<file path="config.mk">
export PLATFORM = sky130hd
export DESIGN_NAME = norm_seq_ctrl
export DESIGN_NICKNAME = d
export VERILOG_FILES = /design/src/rtl/norm_seq_ctrl.sv
export SDC_FILE = /design/constraint.sdc
export NUM_CORES = 1
export LEC_CHECK = 0
export CAP_MARGIN = 20
export CELL_PAD_IN_SITES_DETAIL_PLACEMENT = 0
export CELL_PAD_IN_SITES_GLOBAL_PLACEMENT = 1
export CORE_UTILIZATION = 31
export DETAILED_ROUTE_END_ITERATION = 10
export GPL_TIMING_DRIVEN = 0
export HOLD_SLACK_MARGIN = 0.1
export PLACE_DENSITY_LB_ADDON = 0.08
export SLEW_MARGIN = 30
export SYNTH_ARGS = -nofsm -noshare
export SYNTH_HDL_FRONTEND = slang
export SYNTH_SLANG_ARGS = --single-unit
</file>
<file path="constraint.sdc">
create_clock -name clk -period 3.8 [get_ports clk]
set_input_delay 0.76 -clock clk [delete_from_list [all_inputs] [get_ports clk]]
set_output_delay 0.76 -clock clk [all_outputs]
set_load 0.1 [all_outputs]
</file>
<file path="src/rtl/norm_seq_ctrl.sv">
// rtl/norm_seq_ctrl.sv - batch sequencer and result collector for the column-group normalizer
//
// Pops psum vectors from the upstream buffer into the normalizer (acc), waits two
// cycles, then issues one div per vector and writes each normalized vector into
// the output SRAM.
//
// Ports:
//   clk, reset          rising-edge clock, synchronous active-high reset
//   start               begin a batch (honoured only in IDLE)
//   num_vec             batch length, clamped to DEPTH; 0 = empty batch
//   base_addr           first output SRAM address, latched on start
//   psum_valid          upstream vector available
//   psum_rd, acc        upstream pop / normalizer accumulate (same cycle)
//   div                 normalizer divide/read strobe
//   norm_wr, sfp_out    normalizer per-lane result valid and result vector
//   mem_wen/addr/d      output SRAM write port (registered)
//   busy, done, err     status: not idle, one-cycle batch end, sticky error
module norm_seq_ctrl #(
    parameter int col     = 8,
    parameter int bw      = 8,
    parameter int bw_psum = 2*bw+4,
    parameter int DEPTH   = 16,
    parameter int addr_bw = 4
) (
    input  logic                     clk,
    input  logic                     reset,
    input  logic                     start,
    input  logic [4:0]               num_vec,
    input  logic [addr_bw-1:0]       base_addr,
    input  logic                     psum_valid,
    output logic                     psum_rd,
    output logic                     acc,
    output logic                     div,
    input  logic [col-1:0]           norm_wr,
    input  logic [bw_psum*col-1:0]   sfp_out,
    output logic                     mem_wen,
    output logic [addr_bw-1:0]       mem_addr,
    output logic [bw_psum*col-1:0]   mem_d,
    output logic                     busy,
    output logic                     done,
    output logic                     err
);

    typedef enum logic [2:0] {
        S_IDLE, S_ACC, S_GAP, S_DIV, S_DRAIN, S_DONE
    } state_t;

    localparam logic [4:0] DEPTH_N = 5'(DEPTH);

    state_t              state;
    logic [4:0]          n;
    logic [4:0]          acc_cnt;
    logic [4:0]          div_cnt;
    logic [4:0]          wr_cnt;
    logic                gap_cnt;
    logic [1:0]          drain_cnt;
    logic [addr_bw-1:0]  base;

    logic acc_fire;
    logic res_window;
    logic res_any;
    logic res_full;

    // acc must answer psum_valid in the same cycle, so it is decoded from the
    // registered state/counters rather than registered itself.
    assign acc_fire = (state == S_ACC) && psum_valid && (acc_cnt < n);
    assign acc      = acc_fire;
    assign psum_rd  = acc_fire;
    assign div      = (state == S_DIV);
    assign busy     = (state != S_IDLE);
    assign done     = (state == S_DONE);

    // Results arrive one cycle after div, so the last one lands in DRAIN;
    // anything outside DIV/DRAIN is a stray strobe.
    assign res_window = (state == S_DIV) || (state == S_DRAIN);
    assign res_any    = |norm_wr;
    assign res_full   = &norm_wr;

    always_ff @(posedge clk) begin
        if (reset) begin
            state     <= S_IDLE;
            n         <= '0;
            acc_cnt   <= '0;
            div_cnt   <= '0;
            wr_cnt    <= '0;
            gap_cnt   <= 1'b0;
            drain_cnt <= '0;
            base      <= '0;
            mem_wen   <= 1'b0;
            mem_addr  <= '0;
            mem_d     <= '0;
            err       <= 1'b0;
        end else begin
            mem_wen <= 1'b0;

            case (state)
                S_IDLE: begin
                    if (start) begin
                        n         <= (num_vec > DEPTH_N) ? DEPTH_N : num_vec;
                        base      <= base_addr;
                        acc_cnt   <= '0;
                        div_cnt   <= '0;
                        wr_cnt    <= '0;
                        gap_cnt   <= 1'b0;
                        drain_cnt <= '0;
                        err       <= 1'b0;
                        state     <= (num_vec == 5'd0) ? S_DONE : S_ACC;
                    end
                end
                S_ACC: begin
                    if (acc_fire) begin
                        acc_cnt <= acc_cnt + 5'd1;
                        if (acc_cnt + 5'd1 == n)
                            state <= S_GAP;
                    end
                end
                S_GAP: begin
                    // Two dead cycles let the normalizer's registered sum reach its FIFO.
                    gap_cnt <= ~gap_cnt;
                    if (gap_cnt)
                        state <= S_DIV;
                end
                S_DIV: begin
                    div_cnt <= div_cnt + 5'd1;
                    if (div_cnt + 5'd1 == n)
                        state <= S_DRAIN;
                end
                S_DRAIN: begin
                    if (wr_cnt == n) begin
                        state <= S_DONE;
                    end else if (drain_cnt == 2'd3) begin
                        err   <= 1'b1;
                        state <= S_DONE;
                    end else begin
                        drain_cnt <= drain_cnt + 2'd1;
                    end
                end
                default: begin
                    state <= S_IDLE;
                end
            endcase

            // Result capture runs independently of the sequencing above.
            if (res_any) begin
                if (res_window) begin
                    mem_wen  <= 1'b1;
                    mem_addr <= base + wr_cnt[addr_bw-1:0];
                    mem_d    <= sfp_out;
                    wr_cnt   <= wr_cnt + 5'd1;
                    if (!res_full)
                        err <= 1'b1;
                end else begin
                    err <= 1'b1;
                end
            end
        end
    end

endmodule

</file>
==> key figures <==
Status
  • Result of the run: complete, no violations

STA
  • Hold slack: 0.4535 ns
  • Achievable frequency: 278.8 MHz
  • Post-route clock period utilization: 94.38%
  • Layout Skew: 0.01161 ns
  • Total of endpoints with negative setup slack in the final report: 0
  • Final critical delay including setup and external delays: 3.587 ns
  • Headroom to the max-slew limit: 30.73%
  • Setup repair after global routing missed its margin: false
  • Max Transition Viols Final: 0
  • Hold Violations, Final: 0
  • Sum of negative setup slack: 0 ns
  • Transition time at the pin with the least slew margin: 1.036 ns
  • Setup slack after layout: 0.2134 ns

Power
  • Leakage component of the power: 4.162 nW
  • Overall power after layout: 4.403 mW
  • Pwr/cell area: 368.6 nW/um2
  • Largest vdd supply drop: 248.7 uV

Critical path
  • Type of element capturing the critical path: primary output
  • Path type of the worst setup path: flip-flop to primary output
  • Timing startpoint of the critical path: n[1]$_SDFFE_PP0P_
  • Critical path peak fanout: 10
  • Worst EP arrival: 2.83 ns
  • Capturing point of the worst reg2reg path: acc_cnt[4]$_SDFFE_PP0P_
  • Setup slack of the most critical reg-to-reg path: 1.36 ns
  • Required time worst endpoint: 3.04 ns
  • Setup crit start kind: flip-flop
  • Crit Reg-Reg Startpoint: n[1]$_SDFFE_PP0P_
  • Count of cells along the worst register-to-register path: 8

Die
  • Ports: 352
  • Row cnt: 56
  • Die Span Y: 158.3 um
  • Die span in x: 158.3 um
  • Area of the placeable core: 23680 um2
  • Starting utilization of the core area: 31.97%
  • Die outline area: 25050 um2

Cells and area
  • Net count, final: 1524
  • Fraction of layout instances using a drive strength above 1: 7.452%
  • Filler Cell Count: 2409
  • Share of the core filled with cells in the final layout: 50.44%
  • Area Overhead vs Synth: 57.78%

GRT
  • Antenna violations before repair: 1
  • Largest net degree at the start of global routing: 19
  • Via count of the first global-routing pass: 7361
  • Overflow left after global routing: 0
  • Global-route wire length before repair: 40150 um
  • All-layer global routing usage: 21.21%

Worst hold path
  • Hold Crit Class: flip-flop to flip-flop
  • Origin of the worst min-delay path: mem_d[4]$_SDFFE_PP0P_
  • Worst hold endpoint: mem_d[4]$_SDFFE_PP0P_
  • Cells on Worst Hold Path: 2

Route
  • Detailed router's first-iteration violation count: 345
  • Vias per cell: 4.564
  • Overall via count from detail_route: 7586
  • DRC Markers: 0
  • WL per Instance: 16.03 um
  • Highest metal layer used by the detailed router: met4
  • Pre-Repair DR Iteration Count: 4
  • Overall routed net length: 26650 um
  • Routed length on met1: 11140 um
  • Length of routed met3 wiring: 2391 um
  • Remaining antenna violation count after routing: 0
  • Routed length on met2: 12790 um

Yosys
  • Share of the yosys chip area belonging to registers: 51.83%
  • Synth Area per Inst: 7.870 um2
  • Number of enable flip-flop cells after synthesis: 0
  • Most repeated cell in the gate-level netlist after synthesis: nand2_1
  • Largest area contributor in the netlist: dfxtp_1
  • Netlist area before placement: 7571 um2
  • Flops & latches, synth: 196
  • Asr flop ratio synth: 0%
  • Gate count of the mapped netlist: 962
  • Portion of synthesized cell area occupied by the leading cell type: 51.83%
  • Warnings, synthesis: 0
  • Top post-synthesis cells by count: nand2_1 (357), dfxtp_1 (196), a21oi_1 (186)
  • Main flop type after synthesis: dfxtp_1
  • Synth Net Count: 1156
  • Number of library cell types mapped by synthesis: 52
  • Top area cells in the synthesized netlist: dfxtp_1 (52%), nand2_1 (18%), a21oi_1 (12%)

Clock tree
  • Maximum clock insertion buffer count: 2
  • CTS H-tree depth: 4
  • Worst skew pair latency: 0.44 ns
  • Clock-pin slew on the worst setup and hold paths: 0.07 ns
  • Number of buffers inserted during clock tree synthesis: 17
  • Number of post-CTS setup repair buffers: 0
  • Root cell of the clock tree: clkbuf_16
  • Cts hold-fix bufs: 0
  • # clock sinks: 196
  • Clock tree from TritonCTS: built

Placement
  • Detailed placement HPWL: 20190 um
  • Number of buffer cells added on primary ports: 350
  • Final Wtd Congestion: 0.7851
  • Place WS: -0.3485 ns

Flow run
  • Total of max-cap violations: 0
## layer usage
layer / up-vias / track usage [%]
li1: 3893 / -
met1: 3425 / 24.56
met2: 250 / 36.19
met3: 18 / 7.948
met4: 0 / 6.273
met5: - / 0
## critical path: stages (launching register included)
cell       delay (ns)
dfxtp_1          0.31
clkbuf_1         0.29
inv_1            0.08
ha_1             0.29
a2111oi_0        0.52
o211a_1          0.44
buf_4            0.17
buf_4            0.27
## cell usage in the layout, fill, tap and decap left out, drive strengths merged, types with 2 or more instances in the layout
cell	netlist	final
nand2	357	357
clkdlybuf4s50	0	325
dfxtp	196	196
a21oi	187	187
buf	37	62
clkbuf	32	48
nor2	22	22
inv	13	19
xnor2	13	13
o21ai	13	13
ha	12	12
nand3	11	11
nor3	9	9
xor2	8	8
nand3b	7	7
nand4	4	4
and2	4	4
clkinv	1	4
a211oi	3	3
a31oi	3	3
clkinvlp	0	3
a2111oi	2	2
nor4	2	2
or4	2	2
bufinv	0	2
or2	2	2
a221oi	2	2
## power by group
part           total, mW  switching (mW)  internal (mW)
registers           2.08         0.00972           2.07
logic              0.468           0.246          0.222
clock network       1.85           0.865          0.990
## metrics by stage
| stage | cell area, um2 | instances |
|---|---|---|
| 2_1_floorplan | 7571 | 962 |
| 3_3_place_gp | 11470 | 1631 |
| 3_5_place_dp | 11400 | 1631 |
| 4_1_cts | 11990 | 1662 |
| 5_1_grt | 11950 | 1662 |
| 6_report | 11950 | 1662 |
## registers in the layout, indices dropped and copies added, names as in the netlist
name / cells
acc_cnt: 5
base: 4
div_cnt: 5
drain_cnt: 2
err: 1
gap_cnt: 1
mem_addr: 4
mem_d: 160
mem_wen: 1
n: 5
state: 3
wr_cnt: 5
## cell type report
cell class	count	area [um2]	area share, %
inverters	14	52.55	0.4399
plain buffers	68	310.3	2.598
well taps	319	399.1	3.341
diodes	1	2.502	0.02095
clock buffers	17	425.4	3.561
clock inverters	14	167.7	1.404
multi-input cells	683	3281	27.46
repair buffers	350	3383	28.32
flip-flops and latches	196	3924	32.85
## what timing repair did
item / in CTS / in global routing
pin swaps: 0 / 0
endpoints found under the setup margin: 2 / 2
gates resized for setup: 12 / 0
## kinds of logic after synthesis
| group | share of synthesized area (%) |
|---|---|
| AO/OA/AOI/OAI | 15.87 |
| AND/OR/NAND/NOR | 22.51 |
| buffers and inverters | 4.842 |
| flip-flops | 51.83 |
| multiplexers | 0.2809 |
| adder cells (fa/ha/maj) | 2.248 |
| XOR/XNOR | 2.429 |
## worst max-delay path by stage
stage,end,slack (ns),depth (start not counted)
floorplan,psum_rd,0.11,7
global placement,psum_rd,-0.31,8
detailed placement,psum_rd,-0.35,8
CTS,psum_rd,0.01,8
global route,psum_rd,0.03,7
finish,psum_rd,0.21,7
Power figures use the tool's default switching activity.
